$ cat src/rtl/lvds_rx_pkg.sv
// rtl/lvds_rx_pkg.sv - shared LVDS RX framing constants, state encodings and helpers
package lvds_rx_pkg;

  localparam logic [1:0] IDLE   = 2'b00;
  localparam logic [1:0] ARM    = 2'b01;
  localparam logic [1:0] STREAM = 2'b11;

  typedef enum logic [1:0] {
    S_IDLE   = IDLE,
    S_ARM    = ARM,
    S_STREAM = STREAM
  } rx_state_e;

  localparam logic [1:0] I_SYNC = 2'b10;
  localparam logic [1:0] Q_SYNC = 2'b01;

  localparam int I_SYNC_HI = 31;
  localparam int I_SYNC_LO = 30;
  localparam int Q_SYNC_HI = 15;
  localparam int Q_SYNC_LO = 14;

  function automatic logic is_framed(input logic [31:0] word);
    return (word[I_SYNC_HI:I_SYNC_LO] == I_SYNC) &&
           (word[Q_SYNC_HI:Q_SYNC_LO] == Q_SYNC);
  endfunction

endpackage

$ cat src/rtl/lvds_rx_stream_ctrl_if.sv
// rtl/lvds_rx_stream_ctrl_if.sv - deframer word strobes and RX sample FIFO write port
interface lvds_rx_stream_ctrl_if;

  logic        valid_09;
  logic [31:0] data_09;
  logic        valid_24;
  logic [31:0] data_24;
  logic        fifo_full;
  logic        fifo_push;
  logic [31:0] fifo_data;

  modport master (
    input  valid_09,
    input  data_09,
    input  valid_24,
    input  data_24,
    input  fifo_full,
    output fifo_push,
    output fifo_data
  );

  modport slave (
    output valid_09,
    output data_09,
    output valid_24,
    output data_24,
    output fifo_full,
    input  fifo_push,
    input  fifo_data
  );

endinterface

$ cat src/rtl/lvds_rx_gap_timer.sv
// rtl/lvds_rx_gap_timer.sv - saturating watchdog counting cycles without a selected word
module lvds_rx_gap_timer #(
  parameter int GAP_MAX = 40
) (
  input  logic i_ddr_clk,
  input  logic i_reset,
  input  logic clear,
  input  logic run,
  output logic expired
);

  localparam int W = $clog2(GAP_MAX + 1);
  localparam logic [W-1:0] LIMIT = W'(GAP_MAX);

  logic [W-1:0] cnt;

  always_ff @(posedge i_ddr_clk) begin
    if (i_reset || clear) begin
      cnt <= '0;
    end else if (run && (cnt != LIMIT)) begin
      cnt <= cnt + 1'b1;
    end
  end

  // Fires on the cycle whose increment reaches GAP_MAX, so the caller acts on that same edge.
  assign expired = run && (cnt >= (LIMIT - 1'b1));

endmodule

$ cat src/rtl/lvds_rx_stream_ctrl.sv
// rtl/lvds_rx_stream_ctrl.sv - selects one LVDS deframer, acquires lock and streams words to the RX FIFO
module lvds_rx_stream_ctrl
  import lvds_rx_pkg::*;
#(
  parameter int LOCK_WORDS = 4,
  parameter int GAP_MAX    = 40,
  parameter int CNT_W      = 16
) (
  input  logic                  i_ddr_clk,
  input  logic                  i_reset,
  input  logic                  i_enable,
  input  logic                  i_chan_sel,
  input  logic                  i_clear,
  lvds_rx_stream_ctrl_if.master rx,
  output logic                  o_locked,
  output logic                  o_lock_lost,
  output logic [CNT_W-1:0]      o_drop_cnt,
  output logic [1:0]            o_state
);

  rx_state_e   state, state_n;
  logic        r_chan, chan_n;
  logic [3:0]  good, good_n;
  logic        push_q, push_n;
  logic [31:0] data_q;
  logic        lost_set;
  logic        drop_inc;
  logic        gap_clr;
  logic        gap_run;
  logic        gap_exp;

  logic        sel_valid;
  logic [31:0] sel_data;
  logic        framed;

  assign sel_valid = r_chan ? rx.valid_24 : rx.valid_09;
  assign sel_data  = r_chan ? rx.data_24  : rx.data_09;
  assign framed    = is_framed(sel_data);

  lvds_rx_gap_timer #(
    .GAP_MAX (GAP_MAX)
  ) u_gap_timer (
    .i_ddr_clk (i_ddr_clk),
    .i_reset   (i_reset),
    .clear     (gap_clr),
    .run       (gap_run),
    .expired   (gap_exp)
  );

  always_comb begin
    state_n  = state;
    chan_n   = r_chan;
    good_n   = good;
    push_n   = 1'b0;
    lost_set = 1'b0;
    drop_inc = 1'b0;
    gap_clr  = sel_valid;
    gap_run  = (state != S_IDLE) && !sel_valid;

    if (!i_enable) begin
      state_n = S_IDLE;
      good_n  = '0;
      gap_clr = 1'b1;
    end else if (state == S_IDLE) begin
      state_n = S_ARM;
      chan_n  = i_chan_sel;
      good_n  = '0;
      gap_clr = 1'b1;
    end else if (i_chan_sel != r_chan) begin
      // Host retune: restart acquisition on the new receiver, not a lock failure.
      state_n = S_ARM;
      chan_n  = i_chan_sel;
      good_n  = '0;
      gap_clr = 1'b1;
    end else if (state == S_ARM) begin
      if (sel_valid) begin
        if (!framed) begin
          good_n = '0;
        end else if (good == 4'(LOCK_WORDS - 1)) begin
          state_n = S_STREAM;
          good_n  = '0;
        end else begin
          good_n = good + 4'd1;
        end
      end else if (gap_exp) begin
        good_n  = '0;
        gap_clr = 1'b1;
      end
    end else begin
      if (sel_valid && framed) begin
        if (rx.fifo_full) begin
          drop_inc = 1'b1;
        end else begin
          push_n = 1'b1;
        end
      end else if (sel_valid || gap_exp) begin
        state_n  = S_ARM;
        lost_set = 1'b1;
        good_n   = '0;
        gap_clr  = 1'b1;
      end
    end
  end

  always_ff @(posedge i_ddr_clk) begin
    if (i_reset) begin
      state    <= S_IDLE;
      r_chan   <= 1'b0;
      good     <= '0;
      push_q   <= 1'b0;
      data_q   <= '0;
      o_locked <= 1'b0;
    end else begin
      state    <= state_n;
      r_chan   <= chan_n;
      good     <= good_n;
      push_q   <= push_n;
      o_locked <= (state_n == S_STREAM);
      if (push_n) begin
        data_q <= sel_data;
      end
    end
  end

  // A same-cycle event beats i_clear, so the host never loses the newest drop or loss.
  always_ff @(posedge i_ddr_clk) begin
    if (i_reset) begin
      o_lock_lost <= 1'b0;
      o_drop_cnt  <= '0;
    end else begin
      if (lost_set) begin
        o_lock_lost <= 1'b1;
      end else if (i_clear) begin
        o_lock_lost <= 1'b0;
      end

      if (drop_inc) begin
        if (i_clear) begin
          o_drop_cnt <= CNT_W'(1);
        end else if (o_drop_cnt != {CNT_W{1'b1}}) begin
          o_drop_cnt <= o_drop_cnt + 1'b1;
        end
      end else if (i_clear) begin
        o_drop_cnt <= '0;
      end
    end
  end

  assign rx.fifo_push = push_q;
  assign rx.fifo_data = data_q;
  assign o_state      = state;

endmodule

$ cat src/flat_wrapper.sv
// flat-port wrapper written by rule: the top's interface ports become plain ports
module lvds_rx_stream_ctrl_flat import lvds_rx_pkg::*;
#(
  parameter int LOCK_WORDS = 4,
  parameter int GAP_MAX    = 40,
  parameter int CNT_W      = 16
)
  (i_ddr_clk, i_reset, i_enable, i_chan_sel, i_clear, o_locked, o_lock_lost, o_drop_cnt, o_state, rx_valid_09, rx_data_09, rx_valid_24, rx_data_24, rx_fifo_full, rx_fifo_push, rx_fifo_data);
  lvds_rx_stream_ctrl_if rx_i ();
  input  logic i_ddr_clk;
  input  logic i_reset;
  input  logic i_enable;
  input  logic i_chan_sel;
  input  logic i_clear;
  output logic o_locked;
  output logic o_lock_lost;
  output logic [CNT_W-1:0] o_drop_cnt;
  output logic [1:0] o_state;
  input wire logic [$bits(rx_i.valid_09)-1:0] rx_valid_09;
  input wire logic [$bits(rx_i.data_09)-1:0] rx_data_09;
  input wire logic [$bits(rx_i.valid_24)-1:0] rx_valid_24;
  input wire logic [$bits(rx_i.data_24)-1:0] rx_data_24;
  input wire logic [$bits(rx_i.fifo_full)-1:0] rx_fifo_full;
  output wire logic [$bits(rx_i.fifo_push)-1:0] rx_fifo_push;
  output wire logic [$bits(rx_i.fifo_data)-1:0] rx_fifo_data;
  assign rx_i.valid_09 = rx_valid_09;
  assign rx_i.data_09 = rx_data_09;
  assign rx_i.valid_24 = rx_valid_24;
  assign rx_i.data_24 = rx_data_24;
  assign rx_i.fifo_full = rx_fifo_full;
  assign rx_fifo_push = rx_i.fifo_push;
  assign rx_fifo_data = rx_i.fifo_data;
  lvds_rx_stream_ctrl #(.LOCK_WORDS(LOCK_WORDS), .GAP_MAX(GAP_MAX), .CNT_W(CNT_W)) u_core (.i_ddr_clk(i_ddr_clk), .i_reset(i_reset), .i_enable(i_enable), .i_chan_sel(i_chan_sel), .i_clear(i_clear), .rx(rx_i), .o_locked(o_locked), .o_lock_lost(o_lock_lost), .o_drop_cnt(o_drop_cnt), .o_state(o_state));
endmodule
$ cat config.mk
export PLATFORM = sky130hd
export DESIGN_NAME = lvds_rx_stream_ctrl_flat
export DESIGN_NICKNAME = d
export VERILOG_FILES = /design/src/rtl/lvds_rx_pkg.sv /design/src/rtl/lvds_rx_stream_ctrl_if.sv /design/src/rtl/lvds_rx_gap_timer.sv /design/src/rtl/lvds_rx_stream_ctrl.sv /design/src/flat_wrapper.sv
export SDC_FILE = /design/constraint.sdc
export NUM_CORES = 1
export LEC_CHECK = 0
export BUFFER_PORTS_ARGS = -buffer_cell sky130_fd_sc_hd__buf_4
export CORE_MARGIN = 4
export CORE_UTILIZATION = 39
export CTS_CLUSTER_DIAMETER = 50
export DETAILED_ROUTE_END_ITERATION = 7
export GPL_ROUTABILITY_DRIVEN = 0
export GPL_TIMING_DRIVEN = 0
export MAX_ROUTING_LAYER = met4
export PLACE_DENSITY = 0.65
export RECOVER_POWER = 100
export SYNTH_ARGS = -nofsm -noshare
export SYNTH_HDL_FRONTEND = slang
export SYNTH_HIERARCHICAL = 1
export SYNTH_SLANG_ARGS = --single-unit
export TNS_END_PERCENT = 5
$ cat constraint.sdc
create_clock -name i_ddr_clk -period 2.9 [get_ports i_ddr_clk]
set_input_delay 0.58 -clock i_ddr_clk [delete_from_list [all_inputs] [get_ports i_ddr_clk]]
set_output_delay 0.58 -clock i_ddr_clk [all_outputs]
set_load 0.005 [all_outputs]
# Word-level counts from Yosys, hierarchy flattened
# Index checks and enable logic that the tools add are counted.
totals:
  ff_bits: 64
  input_bits: 72
classes:
  add_sub_neg: 3
  n_lt_le_gt_ge: 1
  n_eq_ne: 10
  n_mux: 52
  n_bitwise: 1
  reduce_logical: 19
ops:
  columns: ["cell", "n"]
  rows:
  - ["$mux W16", 4]
  - ["$mux W32", 1]
  - ["$mux W1", 31]
  - ["$mux W4", 7]
  - ["$mux W2", 9]
  - ["$add A16 B1 Y16 const B", 1]
  - ["$ne A16 B16 Y1 const B", 1]
  - ["$reduce_bool A2 Y1", 6]
  - ["$add A6 B1 Y6 const B", 1]
  - ["$ge A6 B6 Y1 const B", 1]
  - ["$ne A6 B6 Y1 const B", 1]
  - ["$logic_and A1 B1 Y1", 5]
  - ["$add A4 B1 Y4 const B", 1]
  - ["$eq A2 B1 Y1 const B", 2]
  - ["$eq A2 B2 Y1 const B", 2]
  - ["$eq A4 B2 Y1 const B", 1]
  - ["$reduce_and A2 Y1", 2]
  - ["$reduce_or A4 Y1", 1]
  - ["$ne A3 B1 Y1 const B", 1]
  - ["$reduce_and A3 Y1", 1]
  - ["$logic_not A2 Y1", 1]
  - ["$logic_or A1 B1 Y1", 2]
  - ["$ne A2 B1 Y1 const B", 1]
  - ["$logic_not A1 Y1", 1]
  - ["other kinds (2)", 2]

# Longest topological paths before layout
# Gate-level depths: netlist of run 1.
logic_depth:
  ltp_word: 12
  mapped_depth: 11
  ltp_nobuf: 8

# Hierarchy
# The synthesis of run 1 kept the hierarchy.
by_module_without_submodules:
  columns: ["module", "instances", "cells_per_inst", "area_per_inst_um2", "seq_area_each_um2"]
  rows:
  - ["lvds_rx_stream_ctrl", 1, 300, 2687.6, 1161.1]
  - ["lvds_rx_gap_timer", 1, 45, 381.6, 120.1]

# Least setup slack after synthesis of run 1
# OpenSTA, ideal clock, no wires.
synth_timing:
  path_kind: "input -> register"
  start: "input rx_valid_24"
  end: "register u_core.u_gap_timer.cnt[1]"
  setup_time_ns: 0.079
  t_arrival_ns: 2.256
  setup_slack_ns: 0.564
  cell_stages: 10
  path_buffers: 2
  path_cell_list: "mux2_2 nor2_1 buf_2 nand2_1 a21oi_1 or3_1 or2_1 clkbuf_2 or3_1 o211ai_1"
synth_via:
  elab_chain_len: 12
  elab_cells_between_ends: 16
synth_rtl:
  columns: ["element", "line_no", "source"]
  rows:
  - ["start, declared", "flat_wrapper.sv:21", "input wire logic [$bits(rx_i.valid_24)-1:0] rx_valid_24;"]
  - ["$mux W1 (*)", "lvds_rx_stream_ctrl.sv:36", "assign sel_valid = r_chan ? rx.valid_24 : rx.valid_09;"]
  - ["$logic_not A1 Y1 (*)", "lvds_rx_stream_ctrl.sv:58", "gap_run = (state != S_IDLE) && !sel_valid;"]
  - ["$logic_and A1 B1 Y1 (*)", "lvds_rx_stream_ctrl.sv:58", null]
  - ["named net u_core.gap_run", "lvds_rx_stream_ctrl.sv:29", "logic gap_run;"]
  - ["$logic_and A1 B1 Y1 (*)", "lvds_rx_gap_timer.sv:26", "assign expired = run && (cnt >= (LIMIT - 1'b1));"]
  - ["named net u_core.gap_exp", "lvds_rx_stream_ctrl.sv:30", "logic gap_exp;"]
  - ["$logic_or A1 B1 Y1", "lvds_rx_stream_ctrl.sv:96", "end else if (sel_valid || gap_exp) begin"]
  - ["$mux W1", "lvds_rx_stream_ctrl.sv:96", null]
  - ["$mux W1", "lvds_rx_stream_ctrl.sv:90", "if (sel_valid && framed) begin"]
  - ["$mux W1 (*)", "lvds_rx_stream_ctrl.sv:75", "end else if (state == S_ARM) begin"]
  - ["$mux W1 (*)", "lvds_rx_stream_ctrl.sv:69", "end else if (i_chan_sel != r_chan) begin"]
  - ["$mux W1 (*)", "lvds_rx_stream_ctrl.sv:64", "end else if (state == S_IDLE) begin"]
  - ["$mux W1 (*)", "lvds_rx_stream_ctrl.sv:60", "if (!i_enable) begin"]
  - ["named net u_core.gap_clr", "lvds_rx_stream_ctrl.sv:28", "logic gap_clr;"]
  - ["$logic_or A1 B1 Y1 (*)", "lvds_rx_gap_timer.sv:18", "if (i_reset || clear) begin"]
  - ["end signal, assigned", "lvds_rx_gap_timer.sv:21", "cnt <= cnt + 1'b1;"]
  - ["end, declared", "lvds_rx_gap_timer.sv:15", "logic [W-1:0] cnt;"]
# The timed path passes the listed nets; every way through them passes the cells marked *.
# A chain may end at the register's enable or synchronous reset.

# Worst setup path after layout of run 1
layout_timing:
  start: "register u_core.r_chan"
  end: "register u_core.u_gap_timer.cnt[1]"
layout_via:
  elab_chain_len: 12
  elab_cells_between_ends: 21
layout_rtl:
  columns: ["element", "line_no", "source"]
  rows:
  - ["start, declared", "lvds_rx_stream_ctrl.sv:22", "logic r_chan, chan_n;"]
  - ["start signal, assigned", "lvds_rx_stream_ctrl.sv:115", "r_chan <= chan_n;"]
  - ["$mux W1 (*)", "lvds_rx_stream_ctrl.sv:36", null]
  - ["$logic_not A1 Y1 (*)", "lvds_rx_stream_ctrl.sv:58", null]
  - ["$logic_and A1 B1 Y1 (*)", "lvds_rx_stream_ctrl.sv:58", null]
  - ["named net u_core.gap_run", "lvds_rx_stream_ctrl.sv:29", null]
  - ["$logic_and A1 B1 Y1 (*)", "lvds_rx_gap_timer.sv:26", null]
  - ["named net u_core.gap_exp", "lvds_rx_stream_ctrl.sv:30", null]
  - ["$logic_or A1 B1 Y1", "lvds_rx_stream_ctrl.sv:96", null]
  - ["$mux W1", "lvds_rx_stream_ctrl.sv:96", null]
  - ["$mux W1", "lvds_rx_stream_ctrl.sv:90", null]
  - ["$mux W1 (*)", "lvds_rx_stream_ctrl.sv:75", null]
  - ["$mux W1 (*)", "lvds_rx_stream_ctrl.sv:69", null]
  - ["$mux W1 (*)", "lvds_rx_stream_ctrl.sv:64", null]
  - ["$mux W1 (*)", "lvds_rx_stream_ctrl.sv:60", null]
  - ["named net u_core.gap_clr", "lvds_rx_stream_ctrl.sv:28", null]
  - ["$logic_or A1 B1 Y1 (*)", "lvds_rx_gap_timer.sv:18", null]
# Marks and branches as above.

==> impl_table.tex, run 1 <==
\begin{tabular}{lr}
\hline
Metric & Value \\
\hline
\multicolumn{2}{l}{\textbf{CTS}} \\
CTS Root Buffer Type & clkbuf\_8 \\
Clock transition at the register clock pins on the worst setup and hold paths after CTS & 0.07 ns \\
Source-to-sink clock delay at the later pin of the worst-skew pair & 0.32 ns \\
Clock tree from TritonCTS & built \\
Clock Path Buffers & 2 \\
Total clock sinks & 64 \\
Resized Gates After CTS & 0 \\
Post-CTS Hold Fix Bufs & 0 \\
Maximum level of the CTS H-tree & 3 \\
Number of clock buffers inserted by TritonCTS & 9 \\
Number of buffers inserted to repair setup after CTS & 0 \\
\multicolumn{2}{l}{\textbf{Cells and area}} \\
\# diodes & 0 \\
Fraction of final layout cells sized beyond drive strength 1 & 0.2742 \\
Leading cell types in the layout, fill and taps excluded & buf\_4, dfxtp\_1, nor2\_1 \\
Final nets & 557 \\
Layout overhead on the synthesized area & 39.14\% \\
Commonest non-fill, non-tap cell in the layout & buf\_4 \\
Fillers & 758 \\
\multicolumn{2}{l}{\textbf{STA}} \\
Fin. max-slew vios & 0 \\
Post-Route Skew & 0.007795 ns \\
RSZ-0062 raised after global routing & no \\
Final-report setup violation count & 0 \\
Transition time at the pin with the least slew margin & 0.8385 ns \\
Smallest hold slack & 0.4528 ns \\
Total negative slack & 0 ns \\
Final number of hold-violating endpoints & 0 \\
Tcrit/Tclk final & 0.8798 \\
Max transition margin & 0.4367 \\
Post-layout minimum cycle time & 2.552 ns \\
Max Clock Freq & 391.9 MHz \\
\multicolumn{2}{l}{\textbf{Worst setup path}} \\
Biggest cell delay along the critical path & 0.46 ns \\
Category of the worst setup path capture point & flip-flop \\
Critical path peak fanout & 10 \\
Max stage delay cell, worst path & or3\_1 \\
Bufs and invs on worst path & 3 \\
Top delay family on crit path & simple AND/OR/NAND/NOR gates \\
Reg-to-reg startpoint & u\_core/r\_chan \\
Critical R2R Capture & u\_core/u\_gap\_timer/cnt[1] \\
Number of cells on the worst reg-to-reg path & 11 \\
Cell chain of the critical path & buf\_6, mux2\_2, nor2\_1, clkbuf\_1, nand2\_1, a21oi\_1, or3\_1, or2\_1, clkbuf\_1, or3\_1, o211ai\_1 \\
Nature of the critical path startpoint & flip-flop \\
Critical path required time & 3.15 ns \\
Critical path data arrival time & 2.81 ns \\
Minimum setup slack among reg-to-reg paths & 0.35 ns \\
Class of the most critical setup path & reg2reg \\
\multicolumn{2}{l}{\textbf{Route}} \\
Number of nets with antenna violations after routing & 0 \\
Iteration count of the initial detailed-routing pass & 4 \\
DRC violations left & 0 \\
Violation count after the first detailed-route iteration & 123 \\
Post-DR wirelength/cell & 14.55 µm \\
Routed vias/inst & 5.221 \\
Detailed-route wire length & 8.542 mm \\
Via count & 3,065 \\
\multicolumn{2}{l}{\textbf{Power}} \\
P per Cell Area & 426.8 nW/µm² \\
Total power & 1.822 mW \\
Leakage power & 1.585 nW \\
IR Drop Worst-Case VDD & 245.2 µV \\
\multicolumn{2}{l}{\textbf{Global route}} \\
Total grt overflow & 0 \\
Met2 Resource Use GR & 0.2941 \\
Met3 routing resource usage after global routing & 0.05263 \\
Wire length of the first global-routing pass & 13.97 mm \\
Total global-route track usage & 0.1846 \\
Vias in the first global route & 2,988 \\
Largest net degree at the start of global routing & 11 \\
Top Usage Layer GRT & met2 \\
Met1 GRT Util & 0.2208 \\
Number of antenna violations at the first check in global routing & 0 \\
\multicolumn{2}{l}{\textbf{Yosys}} \\
Synth Net Count & 422 \\
Synth cell types & 50 \\
Most instantiated flip-flop cell in the synthesis netlist & dfxtp\_1 \\
Average size of a mapped cell & 8.896 µm² \\
Main area contributors after synthesis & dfxtp\_1, mux2i\_1, a211oi\_1 \\
XOR/XNOR Fraction of Synth Area & 0.02242 \\
Share of synthesized cell area in and, or, nand and nor gates & 0.2291 \\
Area fraction in compound gates after synthesis & 0.1655 \\
Synth Area in Adders & 0.02038 \\
Yosys reg bits & 64 \\
Multiplexer area fraction after synthesis & 0.1048 \\
Library cell with the largest summed area after synthesis & dfxtp\_1 \\
Summed instance area of the synthesized netlist & 3069 µm² \\
Async S/R FF share, synth & 0 \\
Number of flops mapped to enable cells by yosys & 0 \\
Fraction of the yosys area taken by sequential cells & 0.4174 \\
Number of standard cells after synthesis & 345 \\
Largest family of logic cells by synthesized area & simple AND/OR/NAND/NOR gates \\
Syn. warnings & 6 \\
Share of the synthesized area in the top cell type & 0.4174 \\
\multicolumn{2}{l}{\textbf{Placed design}} \\
Number of I/O port buffers & 124 \\
DP Wirelength & 6.621 mm \\
\multicolumn{2}{l}{\textbf{Run}} \\
Max-cap violations & 0 \\
\multicolumn{2}{l}{\textbf{Die}} \\
Die Ht & 96.71 µm \\
Die Area & 9353 µm² \\
Floorplan Core Area & 7687 µm² \\
Number of core rows & 32 \\
Die extent in x & 96.71 µm \\
Starting density of the core & 0.3993 \\
Boundary pin count & 125 \\
\multicolumn{2}{l}{\textbf{Worst hold path}} \\
Launch point of the worst hold path & rx\_fifo\_full \\
Worst hold-check path type & in2reg \\
Min-Delay Path Depth & 2 \\
Worst hold path endpoint & u\_core/rx.fifo\_push \\
\multicolumn{2}{l}{\textbf{Status}} \\
Result of the run & finished clean \\
\hline
\end{tabular}
metrics by stage:
step                area, µm²    util  worst slack [ns]  cells
floorplan                3069       -            0.5643    345
global placement         4128  0.5369            0.2545    571
detailed placement       4128  0.5369            0.1356    571
CTS                      4327  0.5628            0.3956    587
global route             4270  0.5555            0.1079    587
finish                   4270  0.5555            0.3485    587
registers in the layout, summed over array words and instances, names as in the netlist:
signal / cells
u_core/good: 4
u_core/o_drop_cnt: 16
u_core/o_lock_lost: 1
u_core/o_locked: 1
u_core/o_state: 2
u_core/r_chan: 1
u_core/rx.fifo_data: 32
u_core/rx.fifo_push: 1
u_core/u_gap_timer/cnt: 6
Yosys cell counts (all sizes together) (3+ instances only):
| cell type | count |
|---|---|
| a21oi | 16 |
| or3 | 11 |
| nand4 | 10 |
| mux2i | 31 |
| xnor2 | 5 |
| nor3b | 3 |
| dfxtp | 64 |
| nor4b | 3 |
| or4 | 4 |
| nor3 | 5 |
| nor2 | 54 |
| nor4 | 4 |
| nand3b | 4 |
| inv | 8 |
| nand3 | 7 |
| o31ai | 3 |
| o21ai | 13 |
| a211oi | 30 |
| clkbuf | 16 |
| buf | 4 |
| nand2 | 14 |
| ha | 5 |
per-layer routing:
| layer | part of all wire | up-vias |
|---|---|---|
| met4 | 0.016 | 0 |
| met2 | 0.48 | 114 |
| li1 | - | 1539 |
| met3 | 0.079 | 14 |
| met5 | 0 | - |
| met1 | 0.43 | 1398 |
cells by family after synthesis:
group           count (synthesis)
compound gates                 75
xor+xnor                        7
fa+ha+maj                       5
buf+inv                        28
flops                          64
mux                            32
simple gates                  134
worst max path at each step:
stage | startpoint | to | cells past startpoint
floorplan | rx_valid_24 | u_core/u_gap_timer/cnt[1] | 10
global placement | rx_data_09[15] | u_core/rx.fifo_data[7] | 7
detailed placement | rx_data_09[15] | u_core/rx.fifo_data[10] | 7
CTS | u_core/r_chan | u_core/rx.fifo_data[18] | 7
global route | u_core/r_chan | u_core/u_gap_timer/cnt[1] | 11
finish | u_core/r_chan | u_core/u_gap_timer/cnt[1] | 11
power by group:
group	switching, mW	internal [mW]
registers	0.00215	0.881
logic	0.0718	0.0974
clock network	0.328	0.442
total	0.402	1.42
area by class of cell:
cell class              count  area (µm²)  share of cell area
multi-input cells         253        1657              0.3879
inverters                   8       30.03            0.007032
flip-flops and latches     64        1281              0.3000
well taps                 102       127.6             0.02989
repair buffers            124       885.9              0.2074
plain buffers              20       90.09             0.02110
clock inverters             3       40.04            0.009376
clock buffers              13       158.9             0.03721
Note: power is estimated with default switching activity, not from simulation.
==> run 2: changes to the inputs <==
--- a/config.mk
+++ b/config.mk
@@ -5,15 +5,16 @@
 export SDC_FILE = /design/constraint.sdc
 export NUM_CORES = 1
 export LEC_CHECK = 0
+export ABC_AREA = 1
 export BUFFER_PORTS_ARGS = -buffer_cell sky130_fd_sc_hd__buf_4
-export CORE_MARGIN = 4
+export CORE_MARGIN = 3
 export CORE_UTILIZATION = 39
 export CTS_CLUSTER_DIAMETER = 50
 export DETAILED_ROUTE_END_ITERATION = 7
 export GPL_ROUTABILITY_DRIVEN = 0
 export GPL_TIMING_DRIVEN = 0
 export MAX_ROUTING_LAYER = met4
-export PLACE_DENSITY = 0.65
+export PLACE_DENSITY = 0.63
 export RECOVER_POWER = 100
 export SYNTH_ARGS = -nofsm -noshare
 export SYNTH_HDL_FRONTEND = slang
==> constraint.sdc (replaced) <==
create_clock -name i_ddr_clk -period 2.9 [get_ports i_ddr_clk]
set_input_delay 0.58 -clock i_ddr_clk [delete_from_list [all_inputs] [get_ports i_ddr_clk]]
set_output_delay 0.58 -clock i_ddr_clk [all_outputs]
set_load 0.01 [all_outputs]
==> run 2 against run 1 <==
  * Largest power group unchanged
  * Clock-buffer cell count down 3
  * Register-to-register slack better by 0.28 ns
  * Clock skew up 0.0013 ns
  * Die area up 14%
  * Cell count up 39%
  * Core utilization down 2.9 points
  * First-iteration DRC count up 74%
  * Design area up 11%
==> impl_table.tex, run 2 <==
\begin{tabular}{lr}
\hline
Metric & Value \\
\hline
\multicolumn{2}{l}{\textbf{Status}} \\
Result of the run & finished clean \\
\multicolumn{2}{l}{\textbf{Placed design}} \\
Number of cells after detailed placement & 802 (+40\%) \\
DP Wirelength & 8.158 mm (+23\%) \\
Placed Instance Area & 4788 µm² (+16\%) \\
Number of I/O port buffers & 124 (unchanged) \\
\multicolumn{2}{l}{\textbf{STA}} \\
Fin. max-slew vios & 0 (unchanged) \\
Post-layout minimum cycle time & 2.270 ns (-0.2812 ns) \\
Post-Route Skew & 0.009115 ns (+0.001320 ns) \\
Max transition margin & 0.5613 (+0.1246) \\
Smallest hold slack & 0.4472 ns (-0.005643 ns) \\
Final-report setup violation count & 0 (unchanged) \\
Transition time at the pin with the least slew margin & 0.6580 ns (-0.1804 ns) \\
RSZ-0062 raised after global routing & no \\
Tcrit/Tclk final & 0.7829 (-0.09698) \\
Max Clock Freq & 440.5 MHz (+12\%) \\
Final number of hold-violating endpoints & 0 (unchanged) \\
Total negative slack & 0 ns (unchanged) \\
\multicolumn{2}{l}{\textbf{Yosys}} \\
Syn. warnings & 6 (unchanged) \\
Synth top cells by count & nand2\_1, dfxtp\_1, inv\_1 \\
Most instantiated flip-flop cell in the synthesis netlist & dfxtp\_1 \\
Area fraction in compound gates after synthesis & 0.1204 (-0.04512) \\
Number of flops mapped to enable cells by yosys & 0 (unchanged) \\
Main area contributors after synthesis & dfxtp\_1, nand2\_1, a21oi\_2 \\
Fraction of the yosys area taken by sequential cells & 0.3463 (-0.07115) \\
Number of standard cells after synthesis & 552 (+60\%) \\
Share of the synthesized area in the top cell type & 0.3463 (-0.07115) \\
Largest family of logic cells by synthesized area & simple AND/OR/NAND/NOR gates \\
Library cell with the largest summed area after synthesis & dfxtp\_1 \\
Most frequently used cell type in the post-synthesis netlist & nand2\_1 \\
XOR/XNOR Fraction of Synth Area & 0.009469 (-0.01295) \\
Summed instance area of the synthesized netlist & 3700 µm² (+21\%) \\
Synth cell types & 33 (-34\%) \\
Yosys reg bits & 64 (unchanged) \\
Multiplexer area fraction after synthesis & 0 (-0.1048) \\
Share of synthesized cell area in and, or, nand and nor gates & 0.4187 (+0.1896) \\
Average size of a mapped cell & 6.703 µm² (-25\%) \\
Async S/R FF share, synth & 0 (unchanged) \\
Synth Area in Adders & 0.01691 (-0.003474) \\
Synth Net Count & 629 (+49\%) \\
\multicolumn{2}{l}{\textbf{Cells and area}} \\
Count of non-filler cells in the finished layout & 818 (+39\%) \\
Fraction of final layout cells sized beyond drive strength 1 & 0.2168 (-0.05746) \\
Register Area & 1281 µm² (unchanged) \\
Commonest non-fill, non-tap cell in the layout & nand2\_1 \\
Final nets & 764 (+37\%) \\
Leading cell types in the layout, fill and taps excluded & nand2\_1, clkbuf\_1, buf\_4 \\
Layout overhead on the synthesized area & 27.80\% \\
Area taken by multi-input logic gates & 2023 µm² (+22\%) \\
\# diodes & 0 (unchanged) \\
Flip-flop count of the largest register after layout & 32 (unchanged) \\
Fillers & 964 (+27\%) \\
Post-route cell area & 4728 µm² (+11\%) \\
\multicolumn{2}{l}{\textbf{Route}} \\
Violation count after the first detailed-route iteration & 214 (+74\%) \\
DRC violations left & 0 (unchanged) \\
Post-DR wirelength/cell & 12.53 µm (-14\%) \\
Routed vias/inst & 4.702 (-10\%) \\
Detailed-route wire length & 10.25 mm (+20\%) \\
Iteration count of the initial detailed-routing pass & 4 (unchanged) \\
Via count & 3,846 (+25\%) \\
Number of nets with antenna violations after routing & 0 (unchanged) \\
\multicolumn{2}{l}{\textbf{Worst hold path}} \\
Min-Delay Path Depth & 2 (unchanged) \\
Worst hold-check path type & reg2reg \\
Launch point of the worst hold path & u\_core/rx.fifo\_data[30] \\
Worst hold path endpoint & u\_core/rx.fifo\_data[30] \\
\multicolumn{2}{l}{\textbf{Worst setup path}} \\
Category of the worst setup path capture point & flip-flop \\
Critical path required time & 3.15 ns (about the same) \\
Critical R2R Capture & u\_core/o\_drop\_cnt[5] \\
Class of the most critical setup path & reg2reg \\
Number of cells on the worst reg-to-reg path & 10 (-1) \\
Reg-to-reg startpoint & u\_core/o\_drop\_cnt[0] \\
Critical path data arrival time & 2.52 ns (-0.29 ns) \\
Minimum setup slack among reg-to-reg paths & 0.63 ns (+0.28 ns) \\
Nature of the critical path startpoint & flip-flop \\
Critical path peak fanout & 10 (unchanged) \\
\multicolumn{2}{l}{\textbf{Die}} \\
Die Area & 10,690 µm² (+14\%) \\
Boundary pin count & 125 (unchanged) \\
Die extent in x & 103.4 µm (+6.9\%) \\
Floorplan Core Area & 8976 µm² (+17\%) \\
Starting density of the core & 0.4122 (+0.01293) \\
Number of core rows & 34 (+6.3\%) \\
Die Ht & 103.4 µm (+6.9\%) \\
\multicolumn{2}{l}{\textbf{Global route}} \\
Total grt overflow & 0 (unchanged) \\
Vias in the first global route & 3,561 (+19\%) \\
Largest net degree at the start of global routing & 13 (+2) \\
Total global-route track usage & 0.2011 (+0.01648) \\
Wire length of the first global-routing pass & 16.47 mm (+18\%) \\
Number of antenna violations at the first check in global routing & 0 (unchanged) \\
\multicolumn{2}{l}{\textbf{CTS}} \\
Clock Path Buffers & 2 (unchanged) \\
Source-to-sink clock delay at the later pin of the worst-skew pair & 0.33 ns (about the same) \\
Number of buffers inserted to repair setup after CTS & 0 (unchanged) \\
Resized Gates After CTS & 0 (unchanged) \\
Clock tree from TritonCTS & built \\
CTS Root Buffer Type & clkbuf\_8 \\
Total clock sinks & 64 (unchanged) \\
Maximum level of the CTS H-tree & 3 (unchanged) \\
Number of clock buffers inserted by TritonCTS & 9 (unchanged) \\
Clock transition at the register clock pins on the worst setup and hold paths after CTS & 0.07 ns (about the same) \\
Post-CTS Hold Fix Bufs & 0 (unchanged) \\
\multicolumn{2}{l}{\textbf{Run}} \\
Max-cap violations & 0 (unchanged) \\
\multicolumn{2}{l}{\textbf{Power}} \\
P per Cell Area & 413.7 nW/µm² (-3.1\%) \\
IR Drop Worst-Case VDD & 268.5 µV (+9.5\%) \\
Leakage power & 1.962 nW (+24\%) \\
\hline
\end{tabular}
==> run 2: changes by cell type in the layout (fill, tap and decap cells not counted), moves of 12 or more <==
| cell | previous run | this run |
|---|---|---|
| nor2_1 | 54 | 42 |
| clkbuf_1 | 32 | 73 |
| a211oi_1 | 30 | 0 |
| clkbuf_4 | 41 | 0 |
| mux2i_1 | 31 | 0 |
| inv_1 | 8 | 49 |
| nand3_1 | 7 | 36 |
| a21oi_2 | 0 | 15 |
| a21oi_1 | 16 | 36 |
| nand2_2 | 0 | 33 |
| nand2_1 | 14 | 194 |
==> run 2: layout make-up <==
cell class,instances,share of cell area
Tap cell,126,0.03334
Inverter,51,0.04102
Multi-Input combinational cell,413,0.4279
Sequential cell,64,0.2710
Clock inverter,6,0.01958
Clock buffer,10,0.02699
Buffer,24,0.02540
Timing Repair Buffer,124,0.1548
==> run 2: critical path: stages (launching register included) <==
cell and delay [ns]:
dfxtp_1 0.44, ha_1 0.21, inv_1 0.07, nor2_1 0.30, nand2_1 0.12, inv_1 0.11, nand3_1 0.26, clkbuf_1 0.33
nand3_1 0.16, nand2_1 0.06, a21oi_1 0.13
==> run 2: cell families (layout without fill, tap and decap cells) <==
| group | after synthesis | in the layout |
|---|---|---|
| and+or+nand+nor | 339 | 339 |
| buffers and inverters | 75 | 215 |
| DFF | 64 | 64 |
| AOI/OAI and AO/OA | 65 | 65 |
| xor gates and xnor gates | 4 | 4 |
| adders and majority gates | 5 | 5 |
==> run 2: metal layers <==
layer / track usage / up-vias / wire length, µm
met3: 0.03957 / 8 / 604
met4: 0.05578 / 0 / 92
met1: 0.2645 / 1701 / 4868
met5: - / - / 0
li1: - / 2024 / -
met2: 0.3152 / 113 / 4686
==> run 2: how the worst max path moves through the flow <==
stage | start | endpoint | slack [ns] | cells past startpoint
final | u_core/o_drop_cnt[0] | u_core/o_drop_cnt[5] | 0.63 | 10
after global routing | u_core/r_chan | u_core/o_state[1] | 0.40 | 13
after CTS | u_core/r_chan | u_core/o_state[1] | 0.89 | 13
after detailed placement | rx_valid_24 | u_core/o_state[1] | 0.70 | 12
after global placement | rx_valid_24 | u_core/o_locked | 0.70 | 12
after floorplan | rx_valid_24 | u_core/o_state[1] | 1.10 | 11
==> run 2: metrics by stage <==
step	setup slack [ns]	power, mW	utilization
after floorplan	1.097	1.023	-
after global placement	0.6970	1.127	0.5335
after detailed placement	0.7034	1.131	0.5335
after CTS	0.8880	1.989	0.5580
after global routing	0.3970	2.048	0.5268
final	0.6297	1.956	0.5268
==> run 2: report_power, final <==
group,internal [mW],switching (mW),total [mW]
combinational,0.0979,0.124,0.222
sequential,0.881,0.00148,0.882
clock,0.489,0.363,0.852
